**src/rtl/pdm_rx_if.sv**
```systemverilog
// Read-side bus of the PDM receiver: pop/clear strobes from the consumer,
// current sample, valid and sticky overrun flags from the receiver.
interface pdm_rx_if;
    logic       re;
    logic       ovr_clr;
    logic [7:0] pcm_o;
    logic       valid_o;
    logic       overrun_o;

    modport master (
        output re,
        output ovr_clr,
        input  pcm_o,
        input  valid_o,
        input  overrun_o
    );

    modport slave (
        input  re,
        input  ovr_clr,
        output pcm_o,
        output valid_o,
        output overrun_o
    );
endinterface

```
**src/rtl/pdm_rx.sv**
```systemverilog
// 1-bit PDM microphone receiver: bit-clock divider, 2-flop input sync, boxcar
// decimation to 8-bit PCM. Define PDM_RX_FIFO_EN for a 4-deep output FIFO.
module pdm_rx #(
    parameter int CLK_DIV = 16,
    parameter int DECIM   = 256
) (
    input  logic     clk,
    input  logic     resetn,
    input  logic     en,
    output logic     pdm_clk_o,
    input  logic     pdm_i,
    pdm_rx_if.slave  bus
);

    localparam int L     = $clog2(DECIM);
    localparam int DIV_W = $clog2(CLK_DIV);
    localparam int SHIFT = 8 - L;

    logic sync1_reg, sync2_reg;

    always_ff @(posedge clk) begin
        if (!resetn) begin
            sync1_reg <= 1'b0;
            sync2_reg <= 1'b0;
        end else begin
            sync1_reg <= pdm_i;
            sync2_reg <= sync1_reg;
        end
    end

    // Bit-clock divider; pdm_clk_o is registered from the next count so it
    // stays aligned with div_cnt_reg.
    logic [DIV_W-1:0] div_cnt_reg, div_cnt_next;
    logic             pdm_clk_reg;
    logic             tick;

    assign tick = en && (div_cnt_reg == DIV_W'(CLK_DIV - 1));

    always_comb begin
        div_cnt_next = '0;
        if (en && !tick)
            div_cnt_next = div_cnt_reg + 1'b1;
    end

    always_ff @(posedge clk) begin
        if (!resetn) begin
            div_cnt_reg <= '0;
            pdm_clk_reg <= 1'b0;
        end else begin
            div_cnt_reg <= div_cnt_next;
            pdm_clk_reg <= en && (div_cnt_next >= DIV_W'(CLK_DIV / 2));
        end
    end

    assign pdm_clk_o = pdm_clk_reg;

    logic [L-1:0] bit_cnt_reg;
    logic [L:0]   ones_cnt_reg, ones_sum;
    logic         frame_end;
    logic [8:0]   pcm_wide;
    logic [7:0]   sample;

    assign ones_sum  = ones_cnt_reg + (L+1)'(sync2_reg);
    assign frame_end = tick && (bit_cnt_reg == L'(DECIM - 1));
    assign pcm_wide  = 9'(ones_sum) << SHIFT;
    // Only a frame of all ones reaches 256; clamp it to full scale.
    assign sample    = pcm_wide[8] ? 8'hFF : pcm_wide[7:0];

    always_ff @(posedge clk) begin
        if (!resetn || !en) begin
            bit_cnt_reg  <= '0;
            ones_cnt_reg <= '0;
        end else if (tick) begin
            if (frame_end) begin
                bit_cnt_reg  <= '0;
                ones_cnt_reg <= '0;
            end else begin
                bit_cnt_reg  <= bit_cnt_reg + 1'b1;
                ones_cnt_reg <= ones_sum;
            end
        end
    end

    logic drop;
    logic overrun_reg;

`ifdef PDM_RX_FIFO_EN
    logic [7:0] fifo_mem [4];
    logic [1:0] wr_ptr_reg, rd_ptr_reg;
    logic [2:0] count_reg;
    logic       pop, push;

    // A pop in the same cycle frees a slot, so a full FIFO still accepts.
    assign pop  = bus.re && (count_reg != 3'd0);
    assign push = frame_end && ((count_reg != 3'd4) || pop);
    assign drop = frame_end && !push;

    always_ff @(posedge clk) begin
        if (push)
            fifo_mem[wr_ptr_reg] <= sample;
    end

    always_ff @(posedge clk) begin
        if (!resetn) begin
            wr_ptr_reg <= '0;
            rd_ptr_reg <= '0;
            count_reg  <= '0;
        end else begin
            if (push)
                wr_ptr_reg <= wr_ptr_reg + 1'b1;
            if (pop)
                rd_ptr_reg <= rd_ptr_reg + 1'b1;
            case ({push, pop})
                2'b10:   count_reg <= count_reg + 1'b1;
                2'b01:   count_reg <= count_reg - 1'b1;
                default: count_reg <= count_reg;
            endcase
        end
    end

    assign bus.pcm_o   = (count_reg != 3'd0) ? fifo_mem[rd_ptr_reg] : 8'd0;
    assign bus.valid_o = (count_reg != 3'd0);
`else
    logic [7:0] pcm_reg;
    logic       valid_reg;

    assign drop = frame_end && valid_reg && !bus.re;

    always_ff @(posedge clk) begin
        if (!resetn) begin
            pcm_reg   <= '0;
            valid_reg <= 1'b0;
        end else if (frame_end && (!valid_reg || bus.re)) begin
            pcm_reg   <= sample;
            valid_reg <= 1'b1;
        end else if (bus.re && valid_reg) begin
            valid_reg <= 1'b0;
        end
    end

    assign bus.pcm_o   = pcm_reg;
    assign bus.valid_o = valid_reg;
`endif

    // A drop in the same cycle as a clear leaves the flag set.
    always_ff @(posedge clk) begin
        if (!resetn)
            overrun_reg <= 1'b0;
        else if (drop)
            overrun_reg <= 1'b1;
        else if (bus.ovr_clr)
            overrun_reg <= 1'b0;
    end

    assign bus.overrun_o = overrun_reg;

endmodule

```
**src/flat_wrapper.sv**
```systemverilog
// flat-port wrapper written by rule: the top's interface ports become plain ports
module pdm_rx_flat 
#(
    parameter int CLK_DIV = 16,
    parameter int DECIM   = 256
)
  (clk, resetn, en, pdm_clk_o, pdm_i, bus_re, bus_ovr_clr, bus_pcm_o, bus_valid_o, bus_overrun_o);
  pdm_rx_if bus_i ();
  input  logic clk;
  input  logic resetn;
  input  logic en;
  output logic pdm_clk_o;
  input  logic pdm_i;
  input wire logic [$bits(bus_i.re)-1:0] bus_re;
  input wire logic [$bits(bus_i.ovr_clr)-1:0] bus_ovr_clr;
  output wire logic [$bits(bus_i.pcm_o)-1:0] bus_pcm_o;
  output wire logic [$bits(bus_i.valid_o)-1:0] bus_valid_o;
  output wire logic [$bits(bus_i.overrun_o)-1:0] bus_overrun_o;
  assign bus_i.re = bus_re;
  assign bus_i.ovr_clr = bus_ovr_clr;
  assign bus_pcm_o = bus_i.pcm_o;
  assign bus_valid_o = bus_i.valid_o;
  assign bus_overrun_o = bus_i.overrun_o;
  pdm_rx #(.CLK_DIV(CLK_DIV), .DECIM(DECIM)) u_core (.clk(clk), .resetn(resetn), .en(en), .pdm_clk_o(pdm_clk_o), .pdm_i(pdm_i), .bus(bus_i));
endmodule
```
**config.mk**
```make
export PLATFORM = sky130hd
export DESIGN_NAME = pdm_rx_flat
export DESIGN_NICKNAME = d
export VERILOG_FILES = /design/src/rtl/pdm_rx_if.sv /design/src/rtl/pdm_rx.sv /design/src/flat_wrapper.sv
export SDC_FILE = /design/constraint.sdc
export NUM_CORES = 1
export LEC_CHECK = 0
export CAP_MARGIN = 25
export CELL_PAD_IN_SITES_DETAIL_PLACEMENT = 0
export CELL_PAD_IN_SITES_GLOBAL_PLACEMENT = 1
export CORE_UTILIZATION = 45
export DETAILED_ROUTE_END_ITERATION = 16
export HOLD_SLACK_MARGIN = 0.03
export PLACE_DENSITY_LB_ADDON = 0.1
export SETUP_SLACK_MARGIN = 0.2
export SLEW_MARGIN = 20
export SYNTH_ARGS = -nofsm -noshare
export SYNTH_HDL_FRONTEND = slang
export SYNTH_SLANG_ARGS = --single-unit
```
**constraint.sdc**
```tcl
create_clock -name clk -period 4.6 [get_ports clk]
set_input_delay 1.38 -clock clk [delete_from_list [all_inputs] [get_ports clk]]
set_output_delay 1.38 -clock clk [all_outputs]
set_load 0.1 [all_outputs]
```
==> results of run 1 <==
==> stage by stage <==
step | utilization, % | area (sq um) | power [mW]
6_report | 56.5 | 1750 | 0.480
5_1_grt | 56.5 | 1750 | 0.500
3_3_place_gp | 54.6 | 1690 | 0.316
3_5_place_dp | 54.6 | 1690 | 0.317
2_1_floorplan | - | 1500 | 0.310
4_1_cts | 56.5 | 1750 | 0.487
==> cells by family (layout without fill, tap and decap cells) <==
logic type / count (synthesis) / after routing
AOI/OAI and AO/OA: 34 / 34
buffers and inverters: 11 / 28
and+or+nand+nor: 64 / 64
muxes: 1 / 1
adders and majority gates: 4 / 4
DFF: 34 / 34
xor gates and xnor gates: 15 / 15
==> layout by cell type (no fill, tap or decap), drive strengths merged <==
cell type / count
dfxtp: 34
clkdlybuf4s50: 16
nand2: 14
nor2: 13
o21ai: 12
nand3: 10
xnor2: 8
nor3: 8
xor2: 7
a31oi: 7
clkbuf: 7
a21oi: 6
nand4: 4
ha: 4
nor4: 4
and2: 3
inv: 3
and4: 2
o21a: 2
a32o: 2
o41ai: 2
nor2b: 1
nand2b: 1
a21boi: 1
or2: 1
o2bb2ai: 1
a22oi: 1
nor3b: 1
or3: 1
mux2i: 1
and3: 1
clkinv: 1
buf: 1
==> final cells by class <==
cell class / instances / share of cell area (%)
clock buffers: 7 / 3.14
flip-flops and latches: 34 / 38.8
well taps: 44 / 3.14
inverters: 3 / 0.642
multi-input cells: 118 / 44.4
repair buffers: 17 / 9.56
clock inverters: 1 / 0.286
==> worst min path at each step <==
| stage | slack [ps] | cells after the start | end | startpoint |
|---|---|---|---|---|
| after floorplan | 410 | 1 | u_core.sync2_reg$_SDFF_PN0_ | u_core.sync1_reg$_SDFF_PN0_ |
| after global placement | 430 | 1 | u_core.sync2_reg$_SDFF_PN0_ | u_core.sync1_reg$_SDFF_PN0_ |
| after detailed placement | 430 | 1 | u_core.sync2_reg$_SDFF_PN0_ | u_core.sync1_reg$_SDFF_PN0_ |
| after CTS | 460 | 1 | u_core.sync2_reg$_SDFF_PN0_ | u_core.sync1_reg$_SDFF_PN0_ |
| after global routing | 460 | 1 | u_core.sync2_reg$_SDFF_PN0_ | u_core.sync1_reg$_SDFF_PN0_ |
| final | 450 | 1 | u_core.sync2_reg$_SDFF_PN0_ | u_core.sync1_reg$_SDFF_PN0_ |
==> per-layer routing <==
layer / global-route usage [%] / wire, um / up-vias / share of wire, %
met2: 26.7 / 1240 / 24 / 41
met3: 3.90 / 138 / 7 / 4.6
met1: 27.5 / 1590 / 559 / 53
li1: - / - / 613 / -
met4: 9.97 / 54 / 0 / 1.8
met5: 0 / 0 / - / 0
==> where the power goes <==
group	internal (mW)	total (mW)	switching, mW
Clock	0.0740	0.170	0.0961
Combinational	0.00580	0.0129	0.00708
Sequential	0.296	0.297	0.000881
Total	0.376	0.480	0.104
==> metrics.md, run 1 <==
| Metric | Value |
|---|---|
| Status | complete, no violations |
| Register area share after synthesis | 45.3% |
| Global-route wire length before repair | 4950 um |
| Setup-failing EPs final | 0 |
| WP data required | 3220 ps |
| Fin crit period | 3200 ps |
| Layout area overhead | 16.6% |
| Largest register FFs | 9 |
| Skew final | 4.54 ps |
| RR Startpoint | u_core.bit_cnt_reg[0]$_SDFFE_PP0P_ |
| Pleak | 0.566 nW |
| Io pins | 17 |
| Hold_buf cts | 0 |
| Hold Path Class | reg -> reg |
| Bufs and invs on worst path | 1 |
| Layout net count | 189 |
| Synth Instances | 163 |
| Post-DP HPWL | 2140 um |
| Slew margin rel. | 35.2% |
| Worst R2R End | u_core.bus.pcm_o[5]$_SDFFE_PN0P_ |
| Vias/cell | 5.37 |
| Critical path capture point | bus_pcm_o[2] |
| Syn nets | 173 |
| DRC Markers | 0 |
| Ys flop type | dfxtp_1 |
| TritonCTS Sinks | 34 |
| Detail Route Antenna Nets | 0 |
| Worst hold margin | 450 ps |
| Post-synthesis share of cell area spent on xor and xnor gates | 9.23% |
| Die area | 3580 sq um |
| FMAX | 313 MHz |
| Layout cells sized above 1 | 8.89% |
| Largest net degree at the start of global routing | 21 |
| Avg Cell Area, Syn | 9.23 sq um |
| Drt initial violations | 53 |
| Post-Synth Adder-Cell Area | 3.33% |
| PwrDens | 274 nW/um^2 |
| R2R depth | 5 |
| CTS resizes | 0 |
| Overall global routing resource usage | 19.1% |
| Worst setup SP type | flop |
| Total core area | 3100 sq um |
| Crit path max fanout | 2 |
| Routed WL | 3030 um |
| Htree depth | 2 |
| Vias | 1203 |
| Area of the multi-input gates | 778 sq um |
| CP delay by family, top | buffers and inverters |
| CP Cell Sequence | clkdlybuf4s50_1 |
| Total grt overflow | 0 |
| Wire per inst | 13.5 um |
| Biggest cell delay along the critical path | 1140 ps |
| Max-cap violations | 0 |
| Cell row count | 20 |
| Simple-gate share of the synthesized area | 23.8% |
| Compound-cell area share of the yosys netlist | 14.7% |
| Vert. Die Dim | 59.8 um |
| Cell variety after synth | 38 |
| Initial antenna violation count | 0 |
| Synth top area cells | dfxtp_1 45%, xnor2_1 4.1%, xor2_1 4.1%, o21ai_0 3.7%, nand2_1 3.5% |
| Starting density of the core | 48.5% |
| Cell with the most instances after synthesis | dfxtp_1 |
| Final worst-path cycle share | 69.6% |
| Fin cells | 224 |
| Pre-CTS setup slack | 1400 ps |
| Worst vdd ir | 0.000188 V |
| Final setup TNS | 0 ps |
| Clock transition at path regs | 100 ps |
| Least-Margin Pin Slew | 969 ps |
| Critical path type | reg -> out |
| Slowest CP cell | clkdlybuf4s50_1 |
| DP Cell Count | 216 |
| Filler Cells Inserted | 311 |
| Seq cells post-synth | 34 |
| Yosys warns | 0 |
| Final WS setup | 1400 ps |
| Number of flops mapped to enable cells by yosys | 0 |
| Reg-to-reg setup timing slack | 2650 ps |
| Post-CTS setup buffers | 0 |
| Largest family of logic cells by synthesized area | simple AND/OR/NAND/NOR gates |
| Hold Violations, Final | 0 |
| Die width | 59.8 um |
| CTS Buffer Depth | 2 |
| RD Place Congestion | 0.782 |
| Root Driver | clkbuf_4 |
| Post-Syn Area | 1500 sq um |
| RSZ-0062 raised after global routing | no |
| Top cell type's share of synthesized area | 45.3% |
| Crit. End Element | primary output |
| Storage element area | 681 sq um |
| Max Transition Viols Final | 0 |
| Vias in the first global route | 1079 |
| WP depth | 1 |
| Area leader, netlist | dfxtp_1 |
| Crit path launch | u_core.bus.pcm_o[2]$_SDFFE_PN0P_ |
| Critical Path AT | 1820 ps |
| Clk Latency, worst-skew pair | 330 ps |
| CTS tree | yes |
| Port Buffers | 16 |
| Total CTS buffers | 5 |
| Synth top cells by count | 34 x dfxtp_1, 14 x nand2_1, 13 x nor2_1 |
| Post-synthesis mux area share | 0.666% |
| First-pass DRT Iterations | 4 |
| Post-synth ARST share | 0% |
| Antenna cells | 0 |
Power figures use the tool's default switching activity.
==> run 2: changes to the inputs <==
--- a/config.mk
+++ b/config.mk
@@ -8,7 +8,7 @@
 export CAP_MARGIN = 25
 export CELL_PAD_IN_SITES_DETAIL_PLACEMENT = 0
 export CELL_PAD_IN_SITES_GLOBAL_PLACEMENT = 1
-export CORE_UTILIZATION = 45
+export CORE_UTILIZATION = 38
 export DETAILED_ROUTE_END_ITERATION = 16
 export HOLD_SLACK_MARGIN = 0.03
 export PLACE_DENSITY_LB_ADDON = 0.1
==> constraint.sdc (replaced) <==
create_clock -name clk -period 2.8 [get_ports clk]
set_input_delay 0.84 -clock clk [delete_from_list [all_inputs] [get_ports clk]]
set_output_delay 0.84 -clock clk [all_outputs]
set_load 0.1 [all_outputs]
==> run 2 against run 1 <==
Effect of this change: first-iteration DRC count increased by 26%; largest power group unchanged; die area up 18%; flip-flop and latch count did not move; critical endpoint is now u_core.bit_cnt_reg[6]$_SDFFE_PP0P_; highest routed layer unchanged; non-clock buffer count grew 8.
==> metrics.md, run 2 (synthesis gave the netlist of run 1 again) <==
| Metric | Value |
|---|---|
| Status | complete, no violations |
| Largest register FFs | 9 (unchanged) |
| FMAX | 469 MHz |
| Area post-placement | 1730 sq um (+2.2%) |
| Setup-failing EPs final | 0 (unchanged) |
| Overall global routing resource usage | 18.1% (-1.0 points) |
| CTS Buffer Depth | 2 (unchanged) |
| Antenna cells | 0 (unchanged) |
| Slowest CP cell | clkdlybuf4s50_1 |
| Critical path type | in -> reg |
| Post-CTS setup buffers | 0 (unchanged) |
| Worst hold margin | 447 ps (-2.90 ps) |
| Vias/cell | 5.18 (-3.6%) |
| Critical Path AT | 2310 ps (+490 ps) |
| Hold_buf cts | 0 (unchanged) |
| Wire per inst | 13.8 um (+2.0%) |
| Root Driver | clkbuf_8 |
| Htree depth | 2 (unchanged) |
| Vert. Die Dim | 64.9 um (+8.5%) |
| Layout cells sized above 1 | 18.6% (+9.7 points) |
| CTS tree | yes |
| RR Startpoint | u_core.ones_cnt_reg[0]$_SDFFE_PP0P_ |
| RSZ-0062 raised after global routing | no |
| Initial antenna violation count | 0 (unchanged) |
| Vias | 1222 (+1.6%) |
| Port Buffers | 16 (unchanged) |
| Worst vdd ir | 0.000236 V (+26%) |
| Io pins | 17 (unchanged) |
| Max Transition Viols Final | 0 (unchanged) |
| Hold Violations, Final | 0 (unchanged) |
| Crit path max fanout | 6 (+4) |
| Pleak | 0.640 nW (+13%) |
| Skew final | 7.52 ps (+2.98 ps) |
| Cell row count | 22 (+10%) |
| Crit path launch | en |
| Drt initial violations | 67 (+26%) |
| Commonest non-fill, non-tap cells in the layout | 34 x dfxtp_1, 20 x buf_4, 14 x nand2_1 |
| Global-route wire length before repair | 5650 um (+14%) |
| RD Place Congestion | 0.754 (-3.5%) |
| First-pass DRT Iterations | 4 (unchanged) |
| Most common cell after layout, fill and taps aside | dfxtp_1 |
| Vias in the first global route | 1192 (+10%) |
| Routed WL | 3260 um (+7.5%) |
| Die area | 4210 sq um (+18%) |
| Largest net degree at the start of global routing | 13 (-38%) |
| DRC Markers | 0 (unchanged) |
| PwrDens | 484 nW/um^2 (+77%) |
| Post-DP HPWL | 2370 um (+11%) |
| Storage element area | 681 sq um (unchanged) |
| Max-cap violations | 0 (unchanged) |
| Total CTS buffers | 5 (unchanged) |
| Crit. End Element | flop |
| Final setup TNS | 0 ps (unchanged) |
| Detail Route Antenna Nets | 0 (unchanged) |
| Layout net count | 197 (+4.2%) |
| Fin crit period | 2130 ps |
| Final worst-path cycle share | 76.2% |
| HP Start | u_core.sync1_reg$_SDFF_PN0_ |
| Final Cell Area | 1820 sq um (+3.9%) |
| Slew margin rel. | 65.3% (+30 points) |
| CP Cell Sequence | clkdlybuf4s50_1, nand4_1, buf_4, or3_1, xor2_1, nor2_1 |
| Least-Margin Pin Slew | 517 ps (-451 ps) |
| Hold Path Class | reg -> reg |
| TritonCTS Sinks | 34 (unchanged) |
| Biggest cell delay along the critical path | 510 ps (-630 ps) |
| Die width | 64.9 um (+8.5%) |
| Total grt overflow | 0 (unchanged) |
| WP data required | 2980 ps (-240 ps) |
| Starting density of the core | 40.5% (-8.0 points) |
| Clk Latency, worst-skew pair | 290 ps (-40 ps) |
| Area of the multi-input gates | 778 sq um (unchanged) |
| Layout area overhead | 21.1% |
| CTS resizes | 0 (unchanged) |
| Power Total | 0.881 mW (+84%) |
| Worst setup SP type | primary input |
| Clock transition at path regs | 70 ps (-30 ps) |
| Pre-CTS setup slack | 374 ps (-1020 ps) |
| Total core area | 3720 sq um (+20%) |
| Filler Cells Inserted | 369 (+19%) |
| Final WS setup | 666 ps (-734 ps) |
[run 2: per-stage QoR]
stage | cells | util (%)
after detailed placement | 228 | 46.6
after floorplan | 163 | -
after global routing | 236 | 49.0
after CTS | 236 | 49.0
after global placement | 228 | 46.6
final | 236 | 49.0
[run 2: where the power goes]
group / switching, mW / internal [mW] / leakage, nW / total [mW]
combinational: 0.0122 / 0.0123 / 0.318 / 0.0245
clock: 0.171 / 0.198 / 0.0482 / 0.369
sequential: 0.00146 / 0.486 / 0.274 / 0.488
total: 0.185 / 0.697 / 0.640 / 0.881
[run 2: path summary, 6_finish.rpt]
check | end | slack, ps | cells past startpoint
max | u_core.bit_cnt_reg[6]$_SDFFE_PP0P_ | 670 | 6
min | u_core.sync2_reg$_SDFF_PN0_ | 450 | 1
max reg2reg | u_core.ones_cnt_reg[8]$_SDFFE_PP0P_ | 1010 | 6
min reg2reg | u_core.sync2_reg$_SDFF_PN0_ | 450 | 1
[run 2: metal layers]
metal / wire (um) / vias up / track usage, %
met5: 0 / - / 0
met4: 60 / 0 / 8.33
met3: 105 / 7 / 5.28
met2: 1540 / 17 / 29.9
met1: 1550 / 567 / 21.3
li1: - / 631 / -
[run 2: final cells by class]
cell class	count	share of cell area, %
Multi-Input combinational cell	118	42.7
Clock buffer	7	4.74
Timing Repair Buffer	25	11.0
Inverter	3	0.618
Clock inverter	1	0.275
Tap cell	48	3.30
Sequential cell	34	37.4
[run 2: critical path: cells and delay by family]
family	cells	cell delay, ps
AND/OR/NAND/NOR	3	590
XOR/XNOR	1	140
buffers and inverters	2	730
==> run 3: changes to the inputs <==
--- a/config.mk
+++ b/config.mk
@@ -8,7 +8,7 @@
 export CAP_MARGIN = 25
 export CELL_PAD_IN_SITES_DETAIL_PLACEMENT = 0
 export CELL_PAD_IN_SITES_GLOBAL_PLACEMENT = 1
-export CORE_UTILIZATION = 38
+export CORE_UTILIZATION = 42
 export DETAILED_ROUTE_END_ITERATION = 16
 export HOLD_SLACK_MARGIN = 0.03
 export PLACE_DENSITY_LB_ADDON = 0.1
==> constraint.sdc (replaced) <==
create_clock -name clk -period 2 [get_ports clk]
set_input_delay 0.6 -clock clk [delete_from_list [all_inputs] [get_ports clk]]
set_output_delay 0.6 -clock clk [all_outputs]
set_load 0.1 [all_outputs]
==> run 3 against run 2 <==
Effect of this change: via count grew 4.3%; power grew 38%; critical path depth shrank 1; first-iteration DRC count shrank 13%; highest routed layer unchanged.
==> metrics.md, run 3 (synthesis gave the netlist of run 1 again) <==
| Metric | Value |
|---|---|
| Vias/cell | 5.25 (+1.3%) |
| Largest net degree at the start of global routing | 13 (unchanged) |
| CTS Buffer Depth | 2 (unchanged) |
| Final worst-path cycle share | 83.5% |
| Port Buffers | 16 (unchanged) |
| Vert. Die Dim | 61.8 um (-4.7%) |
| Vias | 1275 (+4.3%) |
| Die area | 3820 sq um (-9.2%) |
| DRC Markers | 0 (unchanged) |
| Share of power burned in registers | 56.2% (+0.9 points) |
| Hold_buf cts | 0 (unchanged) |
| Power Total | 1.22 mW (+38%) |
| Final Cell Area | 2040 sq um (+12%) |
| Total CTS buffers | 5 (unchanged) |
| Initial antenna violation count | 0 (unchanged) |
| Layout net count | 206 (+4.6%) |
| Drt initial violations | 58 (-13%) |
| DP Cell Count | 229 (+0.44%) |
| Post-DP HPWL | 2430 um (+2.3%) |
| Critical path type | reg -> reg |
| Worst vdd ir | 0.000377 V (+60%) |
| Hold Violations, Final | 0 (unchanged) |
| First-pass DRT Iterations | 4 (unchanged) |
| PwrDens | 595 nW/um^2 (+23%) |
| Commonest non-fill, non-tap cells in the layout | 31 x dfxtp_1, 17 x buf_4, 14 x nand2_1 |
| Clk Latency, worst-skew pair | 340 ps (+50 ps) |
| RD Place Congestion | 0.809 (+7.2%) |
| Comb power frac | 2.7% (about the same) |
| Sw Pwr | 0.260 mW (+41%) |
| Cell row count | 21 (-4.5%) |
| Pleak | 0.714 nW (+11%) |
| Max Transition Viols Final | 0 (unchanged) |
| CTS tree | yes |
| Skew final | 5.87 ps (-1.65 ps) |
| Area post-placement | 1890 sq um (+9.2%) |
| Critical Path AT | 1920 ps (-390 ps) |
| Vias in the first global route | 1132 (-5.0%) |
| Htree depth | 2 (unchanged) |
| Worst setup SP type | flop |
| Largest register FFs | 9 (unchanged) |
| Crit path max fanout | 5 (-1) |
| Die width | 61.8 um (-4.7%) |
| Max-cap violations | 0 (unchanged) |
| Root Driver | clkbuf_4 |
| Fin crit period | 1670 ps |
| Layout area overhead | 35.9% |
| Layout cells sized above 1 | 26.4% (+7.8 points) |
| Hold Path Class | reg -> reg |
| Detail Route Antenna Nets | 0 (unchanged) |
| Total core area | 3390 sq um (-8.8%) |
| Io pins | 17 (unchanged) |
| Antenna cells | 0 (unchanged) |
| Wire per inst | 13.7 um (-0.70%) |
| Least-Margin Pin Slew | 439 ps (-78.6 ps) |
| Final design utilization | 60.3% (+11 points) |
| Clock transition at path regs | 110 ps (+40 ps) |
| Fin cells | 243 (+3.0%) |
| Routed WL | 3330 um (+2.2%) |
| Status | complete, no violations |
| Most common cell after layout, fill and taps aside | dfxtp_1 |
| WP data required | 2250 ps (-730 ps) |
| Total grt overflow | 0 (unchanged) |
| TritonCTS Sinks | 34 (unchanged) |
| Net Sw Frac | 21.4% (+0.46 points) |
| FMAX | 599 MHz |
| Starting density of the core | 44.4% (+3.9 points) |
| Final setup TNS | 0 ps (unchanged) |
| Crit. End Element | flop |
| Slew margin rel. | 70.6% (+5.3 points) |
| Setup-failing EPs final | 0 (unchanged) |
| Filler Cells Inserted | 276 (-25%) |
| Int Pwr | 0.955 mW (+37%) |
| Global-route wire length before repair | 5420 um (-4.0%) |
| RSZ-0062 raised after global routing | no |
| Overall global routing resource usage | 20.1% (+2.0 points) |
| Clock power share | 41.1% (-0.8 points) |
run 3: cell types whose count changed in the layout (fill, tap and decap cells not counted), sizes merged:
| cell | delta |
|---|---|
| clkbuf | -2 |
| clkdlybuf4s50 | -1 |
| bufinv | +1 |
| clkinv | +1 |
| dlymetal6s2s | +1 |
| buf | +9 |
run 3: power by group through the flow:
stage               Combinational, mW  Clock [mW]  Sequential (mW)
floorplan                      0.0151           0            0.697
finish                         0.0330       0.500            0.683
global route                   0.0366       0.544            0.684
global placement               0.0333           0            0.698
CTS                            0.0333       0.509            0.683
detailed placement             0.0331           0            0.698
run 3: path summary, 6_finish.rpt:
check | startpoint | end | slack, ps | depth (start not counted)
worst max-delay path | u_core.bit_cnt_reg[0]$_SDFFE_PP0P_ | u_core.ones_cnt_reg[6]$_SDFFE_PP0P_ | 330 | 5
worst min-delay path | u_core.div_cnt_reg[0]$_SDFF_PN0_ | u_core.div_cnt_reg[0]$_SDFF_PN0_ | 430 | 1
worst max register to register | u_core.bit_cnt_reg[0]$_SDFFE_PP0P_ | u_core.ones_cnt_reg[6]$_SDFFE_PP0P_ | 330 | 5
worst min register to register | u_core.div_cnt_reg[0]$_SDFF_PN0_ | u_core.div_cnt_reg[0]$_SDFF_PN0_ | 430 | 1
run 3: per-layer routing:
metal  vias to the layer above  global-route usage, %  share of wire, %
met1                       588                   28.4                50
li1                        650                      -                 -
met3                         6                   5.59               5.0
met5                         -                      0                 0
met2                        31                   29.8                43
met4                         0                   6.67               1.7
run 3: timing repair:
| item | 4_1_cts | 5_1_grt |
|---|---|---|
| pin swaps | 1 | 3 |
| gates cloned | 0 | 1 |
| endpoints found under the setup margin | 7 | 14 |
| buffers inserted | 1 | 4 |
| gates resized for setup | 1 | 9 |
run 3: layout make-up:
class / count / area, sq um / share of cell area [%]
clock inverters: 3 / 40.0 / 1.96
repair buffers: 34 / 405 / 19.8
inverters: 3 / 11.3 / 0.551
clock buffers: 5 / 37.5 / 1.84
flip-flops and latches: 34 / 684 / 33.5
well taps: 46 / 57.6 / 2.82
multi-input cells: 118 / 807 / 39.5
run 3: through the flow:
stage	hold WS (ps)	setup WS [ps]
after CTS	474	231
after global routing	455	201
final	433	329
after floorplan	412	411
after global placement	432	-120
after detailed placement	456	-204
run 3: critical path, stage by stage (launching register included):
cell,delay [ps]
dfxtp_2,370
ha_1,200
nand4_1,240
nor2_1,350
o21ai_0,160
a32o_1,260
